### config.mk
export PLATFORM = sky130hd
export DESIGN_NAME = seven_segment_controller
export DESIGN_NICKNAME = d
export VERILOG_FILES = /design/src/rtl/seven_segment_pkg.sv /design/src/rtl/seven_segment_decode.sv /design/src/rtl/seven_segment_controller.sv
export SDC_FILE = /design/constraint.sdc
export NUM_CORES = 1
export LEC_CHECK = 0
export CORE_ASPECT_RATIO = 1.75
export CORE_MARGIN = 4
export CORE_UTILIZATION = 60
export CTS_CLUSTER_SIZE = 8
export DETAILED_ROUTE_END_ITERATION = 12
export GPL_ROUTABILITY_DRIVEN = 1
export PLACE_DENSITY = 0.94
export SLEW_MARGIN = 25
export SYNTH_ARGS = -nofsm -noshare
export SYNTH_HDL_FRONTEND = slang
export SYNTH_HIERARCHICAL = 1
export SYNTH_SLANG_ARGS = --single-unit
### constraint.sdc
create_clock -name clk -period 11.46 [get_ports clk]
set_clock_uncertainty 0.15 [all_clocks]
set_input_delay 1.146 -clock clk [delete_from_list [all_inputs] [get_ports clk]]
set_output_delay 1.146 -clock clk [all_outputs]
set_load 0.005 [all_outputs]
### src/rtl/seven_segment_pkg.sv
// Shared constants, buffer type and hex decode for the seven-segment controller.
package seven_segment_pkg;

  localparam logic [6:0] SEG_OFF   = 7'h7F;
  localparam logic [7:0] ANODE_OFF = 8'hFF;

  // Low-asserted segment patterns, bit 6 = A ... bit 0 = G.
  localparam logic [6:0] SEG_HEX_0 = 7'b0000001;
  localparam logic [6:0] SEG_HEX_1 = 7'b1001111;
  localparam logic [6:0] SEG_HEX_2 = 7'b0010010;
  localparam logic [6:0] SEG_HEX_3 = 7'b0000110;
  localparam logic [6:0] SEG_HEX_4 = 7'b1001100;
  localparam logic [6:0] SEG_HEX_5 = 7'b0100100;
  localparam logic [6:0] SEG_HEX_6 = 7'b0100000;
  localparam logic [6:0] SEG_HEX_7 = 7'b0001111;
  localparam logic [6:0] SEG_HEX_8 = 7'b0000000;
  localparam logic [6:0] SEG_HEX_9 = 7'b0000100;
  localparam logic [6:0] SEG_HEX_A = 7'b0001000;
  localparam logic [6:0] SEG_HEX_B = 7'b1100000;
  localparam logic [6:0] SEG_HEX_C = 7'b0110001;
  localparam logic [6:0] SEG_HEX_D = 7'b1000010;
  localparam logic [6:0] SEG_HEX_E = 7'b0110000;
  localparam logic [6:0] SEG_HEX_F = 7'b0111000;

  // One complete displayable value: nibbles plus per-digit blank and dp masks.
  typedef struct packed {
    logic [31:0] data;
    logic [7:0]  blank;
    logic [7:0]  dp;
  } disp_buf_t;

  localparam disp_buf_t DISP_RESET = '{data: 32'h0, blank: 8'hFF, dp: 8'h00};

  function automatic logic [6:0] hex_to_segments(input logic [3:0] nibble);
    logic [6:0] seg;
    case (nibble)
      4'h0:    seg = SEG_HEX_0;
      4'h1:    seg = SEG_HEX_1;
      4'h2:    seg = SEG_HEX_2;
      4'h3:    seg = SEG_HEX_3;
      4'h4:    seg = SEG_HEX_4;
      4'h5:    seg = SEG_HEX_5;
      4'h6:    seg = SEG_HEX_6;
      4'h7:    seg = SEG_HEX_7;
      4'h8:    seg = SEG_HEX_8;
      4'h9:    seg = SEG_HEX_9;
      4'hA:    seg = SEG_HEX_A;
      4'hB:    seg = SEG_HEX_B;
      4'hC:    seg = SEG_HEX_C;
      4'hD:    seg = SEG_HEX_D;
      4'hE:    seg = SEG_HEX_E;
      default: seg = SEG_HEX_F;
    endcase
    return seg;
  endfunction

endpackage

### src/rtl/seven_segment_decode.sv
// Combinational nibble to low-asserted seven-segment pattern.
module seven_segment_decode
  import seven_segment_pkg::*;
(
  input  logic [3:0] nibble,
  output logic [6:0] segments
);

  // Pure table lookup; blanking is applied by the caller.
  always_comb begin
    segments = hex_to_segments(nibble);
  end

endmodule

### src/rtl/seven_segment_controller.sv
// Eight-digit multiplexed seven-segment driver with frame-aligned double buffering.
module seven_segment_controller
  import seven_segment_pkg::*;
#(
  parameter int unsigned CLK_FREQUENCY = 100_000_000,
  parameter int unsigned REFRESH_RATE  = 200
) (
  input  logic        clk,
  input  logic        rst,
  input  logic [31:0] data_in,
  input  logic [7:0]  blank_in,
  input  logic [7:0]  dp_in,
  input  logic        load,
  output logic        pending,
  output logic        frame_done,
  output logic [6:0]  segments,
  output logic        dp,
  output logic [7:0]  anode
);

  localparam int unsigned DIGIT_CLOCKS = CLK_FREQUENCY / REFRESH_RATE / 8;
  localparam int unsigned TICK_W = (DIGIT_CLOCKS > 1) ? $clog2(DIGIT_CLOCKS) : 1;
  localparam logic [TICK_W-1:0] TICK_LAST = TICK_W'(DIGIT_CLOCKS - 1);

  logic [TICK_W-1:0] tick_q, tick_d;
  logic [2:0]        digit_q, digit_d;
  logic              started_q;
  logic              pending_d;
  disp_buf_t         pend_q, pend_d, act_q, act_d, load_buf;
  logic              slot_end, wrap, commit, out_upd;
  logic [3:0]        nibble;
  logic [6:0]        dec_seg;

  // Next-state for counters and buffers. The output registers are fed from the
  // next-state view so that a commit (including a bypassed load) is visible on
  // digit 0 from the very edge that starts the frame.
  always_comb begin
    load_buf.data  = data_in;
    load_buf.blank = blank_in;
    load_buf.dp    = dp_in;

    slot_end = started_q && (tick_q == TICK_LAST);
    wrap     = slot_end && (digit_q == 3'd7);
    commit   = wrap && (pending || load);
    // started_q low marks the first edge after reset: present digit 0 without counting.
    out_upd  = !started_q || slot_end;

    tick_d = tick_q;
    if (started_q) begin
      tick_d = slot_end ? '0 : tick_q + 1'b1;
    end
    digit_d = slot_end ? digit_q + 3'd1 : digit_q;

    pend_d = load ? load_buf : pend_q;

    act_d = act_q;
    if (commit) begin
      act_d = load ? load_buf : pend_q;
    end

    pending_d = pending;
    if (load) begin
      pending_d = 1'b1;
    end
    if (commit) begin
      pending_d = 1'b0;
    end

    nibble = act_d.data[4*digit_d +: 4];
  end

  seven_segment_decode u_decode (
    .nibble   (nibble),
    .segments (dec_seg)
  );

  // Scan counters and double-buffer state.
  always_ff @(posedge clk) begin
    if (rst) begin
      tick_q     <= '0;
      digit_q    <= 3'd0;
      started_q  <= 1'b0;
      pending    <= 1'b0;
      pend_q     <= DISP_RESET;
      act_q      <= DISP_RESET;
      frame_done <= 1'b0;
    end else begin
      tick_q     <= tick_d;
      digit_q    <= digit_d;
      started_q  <= 1'b1;
      pending    <= pending_d;
      pend_q     <= pend_d;
      act_q      <= act_d;
      frame_done <= wrap;
    end
  end

  // Display pins, refreshed only when the selected digit changes.
  always_ff @(posedge clk) begin
    if (rst) begin
      anode    <= ANODE_OFF;
      segments <= SEG_OFF;
      dp       <= 1'b1;
    end else if (out_upd) begin
      anode    <= ~(8'b1 << digit_d);
      segments <= act_d.blank[digit_d] ? SEG_OFF : dec_seg;
      dp       <= ~act_d.dp[digit_d];
    end
  end

endmodule

======== Word-level counts from Yosys, hierarchy flattened ========
Memories as Yosys holds them, arrays and structs flattened.
Cells that the tools add are included.
W data, S select, Z words.
word-level totals
  output and inout bits ................... 18
  logic and storage cells ................. 41
  memory bits (writable) .................. 0
  memories kept ........................... 1
  ROM bits ................................ 112
  register bits ........................... 134
  latch bits .............................. 0
  input bits .............................. 51
cells by class
  bitwise gates (word level) .............. 2
  add/subtract/negate cells ............... 2
  shift operators ......................... 2
  divide/modulo/power cells ............... 0
  reductions and logical operators ........ 7
  $mul .................................... 0
  eq/ne operators ......................... 2
  multiplexer cells ....................... 10
  order comparisons ....................... 1
memories
  name             words  bits a word  rd ports  clocked after memory_dff  write ports  line                     RTL
  (no name shown)  16     7            1         0                         0            seven_segment_pkg.sv:36  case (nibble)
operator list
  cell                     number
  $mux W48                 2
  $shiftx A32 B6 Y4        1
  $add A16 B1 Y16 const B  1
  $eq A16 B16 Y1 const B   1
  $mux W16                 1
  $not A8 Y8               1
  $shl A1 B3 Y8 const A    1
  $mux W7                  1
  $bmux W1 S3              2
  $lt A3 B4 Y1 const B     1
  $add A3 B1 Y3 const B    1
  $eq A3 B3 Y1 const B     1
  $logic_and A1 B1 Y1      3
  $mux W1                  3
  $mux W3                  1
  $logic_or A1 B1 Y1       2
  $reduce_or A2 Y1         1
  $logic_not A1 Y1         1
  $not A1 Y1               1

======== Depth between registers and ports, before layout ========
Gate-level depths: netlist (run 1).
  word-level depth ........................ 8
  mapped depth ............................ 19
  gate-level depth less buffers ........... 16

======== Modules after synthesis ========
Netlist (run 1), hierarchy kept.
modules (own cells, without submodules)
  module                    times used  cells an instance  area each (um^2)  seq. area each (um^2)
  seven_segment_controller  1           594                5486.5            2682.6
  seven_segment_decode      1           35                 247.7             0.0

======== Least setup slack after synthesis (run 1) ========
Ideal clock, no wire load.
  kind .................................... input to register
  start point ............................. input port load
  end point ............................... register segments[3]
  setup slack ............................. 7112 ps
  library setup time ...................... 128 ps
  required time ........................... 11182 ps
  arrival time ............................ 4070 ps
  cell stages on the path ................. 16
  buffers on the path ..................... 4
  cells stage by stage .................... clkbuf_1 > buf_2 > buf_2 > buf_2 > mux2i_1 > nand2_1 > o21ai_0 > o22a_1 > a31oi_1 > inv_1 > ha_1 > or2_2 > a21oi_1 > a31oi_1 > nor4_1 > o21ai_1
between the ends
  word-level cells in the longest chain between the ends .. 6
  elaborated cells between the ends (all ways) .. 9
  those cells by class .................... shift: 1; mux: 5; reduce/logical: 2; memory: 1
RTL lines
  element                line                             RTL
  from (decl)            seven_segment_controller.sv:13   input logic load,
  $logic_or A1 B1 Y1     seven_segment_controller.sv:44   commit = wrap && (pending || load);
  $logic_and A1 B1 Y1    seven_segment_controller.sv:44
  $mux W48 (*)           seven_segment_controller.sv:57   if (commit) begin
  $shiftx A32 B6 Y4 (*)  seven_segment_controller.sv:69   nibble = act_d.data[4*digit_d +: 4];
  via nibble[1]          seven_segment_controller.sv:31   logic [3:0] nibble;
  $mem_v2 Z16 W7 (*)     --
  via dec_seg[3]         seven_segment_controller.sv:32   logic [6:0] dec_seg;
  $mux W7 (*)            seven_segment_controller.sv:106  segments <= act_d.blank[digit_d] ? SEG_OFF : dec_seg;
  to (signal assigned)   seven_segment_controller.sv:106
  to (decl)              seven_segment_controller.sv:16   output logic [6:0] segments,
The timed path passes the listed nets; every way through them passes the cells marked *. The select of a mux whose other input is x is not followed.
A chain may end at the register's enable or synchronous reset.

======== Final worst setup path (run 1) ========
Ends and elaborated chain as after synthesis.

==> run_results.csv, run 1 <==
group,metric,value,unit
outcome,run_status,"complete, no violations",
pwr,power.switching,0.230,mW
placement,dpl_cell_area,6420,µm²
grt,first_pass_grt_wire_length,24.5,mm
yosys,share_of_synthesized_flip_flops_with_an_asynchronous_set_or_reset,0,
route,drt_pre_antenna_iters,7,
timing,slew_viol_final,0,
yosys,yosys_most_used_dff,"sky130_fd_sc_hd__dfxtp_1",
grt,grt_util_all_layers,0.289,
placement,number_of_port_buffers,68,
yosys,syn_area_per_cell,9.12,µm²
clock_network,cts-htree-levels,4,
timing,tightest_slew,0.963,ns
yosys,synth.area.top_cells,"sky130_fd_sc_hd__dfxtp_1 (47%), sky130_fd_sc_hd__mux2i_1 (8.7%), sky130_fd_sc_hd__nor2_1 (7.0%)",
hold_path,min_path_cells,2,
worst_setup_path,crit_path_cell_chain,"buf_2, buf_4, nor2_1, nor2b_1, nand2_2, mux2i_1, o22ai_1, a2111oi_0, a31oi_1, inv_1, ha_1, nand2_1, a21oi_1, a31oi_1, nor2_1, a31o_1, o21ai_1",
pwr,leakagePower,2.82,nW
cells_and_area,area.growth.synth_to_final,23.0,%
worst_setup_path,cp.buffers_inverters,3,
hold_path,hold_path.class,"register to register",
pwr,max-vdd-ir-drop,0.000213,V
route,routed-via-count,5063,
timing,rsz0062_at_grt,"no",
pwr,netSwitchingFraction,0.206,
worst_setup_path,worst_r2r_startpoint,"tick_q[0]",
cells_and_area,final_net_count,745,
job,maxCapViolCount,0,
worst_setup_path,slowest_delay,0.59,ns
clock_network,post_cts_buffers,0,
pwr,p_seq_frac,0.431,
route,first_iter_violations,380,
clock_network,clock_latency,0.42,ns
clock_network,cts_root_buffer,"sky130_fd_sc_hd__clkbuf_16",
timing,timing.final.setup_violations,0,
worst_setup_path,r2r_cells,16,
yosys,synthesis.yosys.warnings,6,
worst_setup_path,worstSetupPathType,"input pin to register",
timing,report.final.hold_viol_count,0,
worst_setup_path,timing.critical_path.slowest_stage_cell,"sky130_fd_sc_hd__buf_4",
worst_setup_path,critical-path-top-delay-family,"compound AO/OA/AOI/OAI gates",
cells_and_area,fraction_of_layout_instances_using_a_drive_strength_above_1,0.0905,
die,initial_core_util,0.609,
yosys,synth_cell_types,53,
timing,time_the_final_worst_path_needs_with_i_o_delays_and_setup,5.01,ns
yosys,synth.cell_area,5730,µm²
yosys,synth_largest_area_cell,"sky130_fd_sc_hd__dfxtp_1",
worst_setup_path,critical_path_launch_point_type,"input pin",
cells_and_area,num_antenna_cells,0,
timing,finalSetupTns,0,ns
grt,grt_start_max_net_pins,71,
grt,first_global_vias,5085,
die,die_height,137,µm
grt,global_route.overflow_total,0,
yosys,postSynthRegisterBits,134,
worst_setup_path,worstPathArrival,5.21,ns
hold_path,worstHoldEndpoint,"pend_q[14]",
clock_network,cts_hold_buffers,0,
placement,placed_cells,786,
clock_network,max_buffers_root_to_sink,2,
route,routed_via_density,6.19,
pwr,power.share.combinational,0.055,
cells_and_area,final_design_area_no_fill,7050,µm²
pwr,power_report.internal_total,0.888,mW
worst_setup_path,r2r_setup_slack,6.61,ns
die,core_area,9410,µm²
yosys,synth_cells,629,
yosys,area_share_of_the_leading_cell_type_in_the_synthesized_netlist,0.468,
yosys,synth.cells.most_frequent,"sky130_fd_sc_hd__dfxtp_1 (134), sky130_fd_sc_hd__nor2_1 (107), sky130_fd_sc_hd__mux2i_1 (50), sky130_fd_sc_hd__nand2_1 (48), sky130_fd_sc_hd__o21ai_0 (25)",
clock_network,cts_buffers,17,
die,dieArea,11200,µm²
clock_network,numClockSinks,134,
yosys,yosysSeqAreaShare,0.468,
cells_and_area,final_core_utilization,0.750,
timing,timing.slew.headroom,0.340,
clock_network,clk_pin_slew,0.05,ns
cells_and_area,finalNonFillerCells,818,
yosys,synth_edf_count,0,
pwr,part_of_the_total_power_dissipated_in_the_clock_network,0.514,
yosys,syn-num-nets,690,
die,count_of_pins_on_the_block_boundary,69,
route,finalWirelength,15.5,mm
clock_network,post_cts_resize_count,0,
route,drc_errors,0,
worst_setup_path,reg2reg_to,"segments[3]",
worst_setup_path,worstPathMaxFanout,50,
yosys,count_leader_synth,"sky130_fd_sc_hd__dfxtp_1",
placement,finalWeightedCongestion,0.924,
route,route.antenna.remaining_nets,0,
clock_network,cts_tree,"built",
timing,finalCritPeriodShare,0.438,
worst_setup_path,total_stage_count_of_the_critical_path,17,
route,wl_per_cell,18.9,µm
worst_setup_path,crit_path_end_kind,"register",
timing,maxClockFrequency,0.199,GHz
die,std_cell_rows,47,
worst_setup_path,cp_data_required_time,11.66,ns
die,die_w,81.9,µm
grt,antenna_violations_before_repair,0,
hold_path,hold_path_startpoint,"pend_q[14]",
pwr,cellPowerDensity,159,nW/µm²
placement,detailed_place_hpwl,9.95,mm
worst max-delay path by stage:
stage          startpoint     endpoint  slack (ns)
5_1_grt              load  segments[3]        6.12
6_report             load  segments[3]        6.45
3_5_place_dp         load  segments[3]        6.08
4_1_cts              load  segments[3]        6.54
2_1_floorplan        load  segments[3]        7.11
3_3_place_gp         load  segments[3]        6.30
cells by family (layout without fill, tap and decap cells):
group | count (synthesis) | in the layout | synth area share
xor+xnor | 14 | 14 | 0.0214
compound gates | 120 | 120 | 0.134
mux | 65 | 65 | 0.117
buf+inv | 46 | 113 | 0.0373
flops | 134 | 134 | 0.468
fa+ha+maj | 10 | 10 | 0.0218
simple gates | 240 | 240 | 0.201
worst min-delay path: cells and delay by family, from the launching register on:
kind          cells  cell delay [ns]
flops             1             0.30
mux               1             0.07
simple gates      1             0.06
sequential cells by signal, summed over array words and instances (netlist names):
name,cells
digit_q,3
segments,7
act_q,48
dp,1
tick_q,16
pending,1
anode,8
pend_q,48
started_q,1
frame_done,1
metal layers:
metal / vias to the layer above / track usage / wire (µm)
met4: 0 / 0.192 / 928
met1: 2427 / 0.293 / 5250
met5: - / 0 / 0
met3: 81 / 0.0700 / 861
met2: 244 / 0.509 / 8430
li1: 2311 / - / -
layout make-up:
| class | instances | area, µm² |
|---|---|---|
| Multi-Input combinational cell | 449 | 2840 |
| Timing Repair Buffer | 76 | 728 |
| Clock inverter | 8 | 146 |
| Fill cell | 601 | 2350 |
| Tap cell | 122 | 153 |
| Sequential cell | 134 | 2680 |
| Clock buffer | 23 | 478 |
| Inverter | 6 | 22.5 |
stage by stage:
step	worst slack, ns	total power, mW	hold WS (ns)
6_report	6.45	1.12	0.316
2_1_floorplan	7.11	0.523	0.281
3_3_place_gp	6.30	0.549	0.302
5_1_grt	6.12	1.15	0.366
3_5_place_dp	6.08	0.551	0.308
4_1_cts	6.54	1.12	0.326
layout by cell type, fill, tap and decap left out, types with 9 or more instances in the layout:
master	netlist	final
sky130_fd_sc_hd__a21oi_1	20	20
sky130_fd_sc_hd__dfxtp_1	134	134
sky130_fd_sc_hd__nand2_1	48	48
sky130_fd_sc_hd__nor3_1	12	12
sky130_fd_sc_hd__xor2_1	9	9
sky130_fd_sc_hd__ha_1	10	10
sky130_fd_sc_hd__o21ai_1	10	11
sky130_fd_sc_hd__clkdlybuf4s50_1	0	66
sky130_fd_sc_hd__clkbuf_16	0	17
sky130_fd_sc_hd__o22ai_1	17	17
sky130_fd_sc_hd__nor2_1	107	107
sky130_fd_sc_hd__o21ai_0	25	24
sky130_fd_sc_hd__nor4_1	9	9
sky130_fd_sc_hd__and2_1	24	24
sky130_fd_sc_hd__a211oi_1	11	11
sky130_fd_sc_hd__mux2i_1	50	50
sky130_fd_sc_hd__mux2_2	15	15
power by group through the flow:
stage / clock (mW) / combinational, mW / sequential [mW]
2_1_floorplan: 0 / 0.0332 / 0.490
3_3_place_gp: 0 / 0.0579 / 0.491
3_5_place_dp: 0 / 0.0596 / 0.492
4_1_cts: 0.577 / 0.0612 / 0.482
5_1_grt: 0.600 / 0.0656 / 0.483
6_report: 0.575 / 0.0612 / 0.482
Power figures use the tool's default switching activity.
==> run 2, diff against run 1 <==
- CORE_UTILIZATION: 60 -> 50
- PLACE_DENSITY: 0.94 -> 0.85
- clock period: 11.46 -> 4.1 ns (I/O delays scaled with it)
==> run 2 against run 1 <==
Compared with the run above: first-iteration DRC count shrank 32%; routed wire length is 6.0% lower; sequential share of layout area is 0.80 points lower; sequential power increased to 2.8 times the previous value; combinational power increased to 2.7 times the previous value; final area is 2.3% higher; global-route usage is 6.2 points lower; non-clock buffer count up 17; die area grew 18%; register-to-register slack worse by 6.5 ns; critical endpoint unchanged; via count is 4.6% lower; final cell count increased by 3.4%.
==> run_results.csv, run 2 (same netlist as run 1, synthesis figures left out) <==
group,metric,value,unit
pwr,p_seq_frac,0.445,
pwr,netSwitchingFraction,0.210,
clock_network,cts_tree,"built",
cells_and_area,biggestRegsByFlops,"act_q (48), pend_q (48), tick_q (16)",
route,first_iter_violations,259,
die,count_of_pins_on_the_block_boundary,69,
timing,slew_viol_final,0,
pwr,max-vdd-ir-drop,0.000392,V
timing,timing.final.setup_violations,0,
worst_setup_path,critical_path_launch_point_type,"register",
clock_network,numClockSinks,134,
route,routed_via_density,5.71,
grt,global_route.overflow_total,0,
die,die_w,89.0,µm
pwr,power.share.combinational,0.055,
route,wl_per_cell,17.2,µm
die,die_height,150,µm
cells_and_area,fillers,894,
cells_and_area,multiInputGateArea,2860,µm²
pwr,cellPowerDensity,420,nW/µm²
cells_and_area,commonest_non_fill_non_tap_cells_in_the_layout,"sky130_fd_sc_hd__dfxtp_1 (132), sky130_fd_sc_hd__nor2_1 (105), sky130_fd_sc_hd__clkdlybuf4s50_1 (66)",
cells_and_area,fraction_of_layout_instances_using_a_drive_strength_above_1,0.126,
route,finalWirelength,14.5,mm
worst_setup_path,crit_path_end_kind,"register",
outcome,run_status,"complete, no violations",
timing,time_the_final_worst_path_needs_with_i_o_delays_and_setup,3.98,ns
route,drt_pre_antenna_iters,5,
clock_network,clk_pin_slew,0.06,ns
placement,dpl_cell_area,6550,µm²
timing,finalCritPeriodShare,0.970,
placement,finalWeightedCongestion,0.918,
die,core_area,11200,µm²
clock_network,cts_buffers,17,
cells_and_area,final_net_count,762,
die,dieArea,13300,µm²
worst_setup_path,worstPathMaxFanout,51,
clock_network,cts-htree-levels,4,
timing,finalSetupTns,0,ns
timing,report.final.hold_viol_count,0,
worst_setup_path,slowest_delay,0.38,ns
grt,grt_util_all_layers,0.227,
cells_and_area,regArea,2690,µm²
timing,timing.slew.headroom,0.425,
pwr,part_of_the_total_power_dissipated_in_the_clock_network,0.500,
die,std_cell_rows,51,
pwr,leakagePower,2.91,nW
cells_and_area,leading_cell_type_in_the_layout_fill_and_taps_excluded,"sky130_fd_sc_hd__dfxtp_1",
cells_and_area,area.growth.synth_to_final,25.8,%
worst_setup_path,cp_data_required_time,4.24,ns
worst_setup_path,critical_path.most_common_cell,"sky130_fd_sc_hd__buf_4",
pwr,power_report.internal_total,2.39,mW
cells_and_area,final_design_area_no_fill,7210,µm²
clock_network,cts_hold_buffers,0,
route,routed-via-count,4832,
grt,first_global_vias,4911,
worst_setup_path,worstSetupPathType,"register to register",
clock_network,clock_latency,0.42,ns
worst_setup_path,crit_path_cell_chain,"nor4_4, nand4_1, buf_4, nor4b_4, buf_12, nand2_1, o21ai_0, o22ai_1, o41a_1, buf_4, ha_1, or2_2, a21oi_1, a31oi_1, nor4_1, o21ai_1",
clock_network,max_buffers_root_to_sink,2,
clock_network,cts_root_buffer,"sky130_fd_sc_hd__clkbuf_16",
cells_and_area,num_antenna_cells,0,
grt,first_pass_grt_wire_length,23.1,mm
route,route.antenna.remaining_nets,0,
timing,tightest_slew,0.857,ns
job,maxCapViolCount,0,
hold_path,hold_path.class,"input pin to register",
timing,maxClockFrequency,0.251,GHz
grt,grt_start_max_net_pins,70,
placement,detailed_place_hpwl,10.3,mm
worst_setup_path,worstPathArrival,4.12,ns
die,initial_core_util,0.514,
worst_setup_path,timing.critical_path.slowest_stage_cell,"sky130_fd_sc_hd__dfxtp_1",
placement,number_of_port_buffers,68,
grt,antenna_violations_before_repair,0,
pwr,power.switching,0.634,mW
route,drc_errors,0,
run 2: through the flow:
step / util / setup WS [ns] / power [mW] / std cells / hold slack (ns)
final: 0.646 / 0.122 / 3.03 / 846 / 0.304
after global routing: 0.646 / -0.0815 / 3.13 / 846 / 0.320
after detailed placement: 0.587 / 0.0655 / 1.54 / 809 / 0.306
after floorplan: - / 0.465 / 1.46 / 629 / 0.281
after global placement: 0.587 / 0.195 / 1.54 / 809 / 0.298
after CTS: 0.640 / 0.0237 / 3.04 / 841 / 0.286
run 2: layout make-up:
| class | instances | share of cell area |
|---|---|---|
| flip-flops and latches | 134 | 0.372 |
| multi-input cells | 449 | 0.397 |
| clock buffers | 24 | 0.0696 |
| inverters | 6 | 0.00312 |
| repair buffers | 93 | 0.122 |
| well taps | 132 | 0.0229 |
| clock inverters | 8 | 0.0132 |
run 2: repair_timing:
item / in CTS / in global routing
setup endpoints to repair: 0 / 7
resized for setup: 0 / 9
setup buffers: 0 / 5
run 2: critical path: cells and delay by family, from the launching register on:
family | cells | cell delay, ns
buf+inv | 3 | 0.63
compound gates | 6 | 1.03
flops | 1 | 0.38
fa+ha+maj | 1 | 0.20
simple gates | 6 | 1.45
run 2: final timing paths:
check,startpoint,to,cells past startpoint,slack (ns)
max,tick_q[2],segments[3],16,0.12
min,load,pending,3,0.30
max reg2reg,tick_q[2],segments[3],16,0.12
min reg2reg,pend_q[12],pend_q[12],2,0.32
run 2: power groups by stage:
stage	Combinational (mW)	Clock (mW)	Sequential (mW)
after detailed placement	0.168	0	1.37
after global placement	0.164	0	1.37
after CTS	0.169	1.53	1.35
after floorplan	0.0929	0	1.37
final	0.168	1.51	1.35
after global routing	0.183	1.60	1.35
run 2: per-layer routing:
metal / routed length [µm] / part of all wire / GRT usage
met1: 5400 / 0.37 / 0.229
met3: 602 / 0.041 / 0.0523
met4: 561 / 0.039 / 0.123
met5: 0 / 0 / 0
met2: 7980 / 0.55 / 0.415
==> run 3, diff against run 2 <==
- GPL_ROUTABILITY_DRIVEN: 1 -> not set
==> results of run 3 <==
No change in the layout: final DEF, timing and power equal those of run 2.
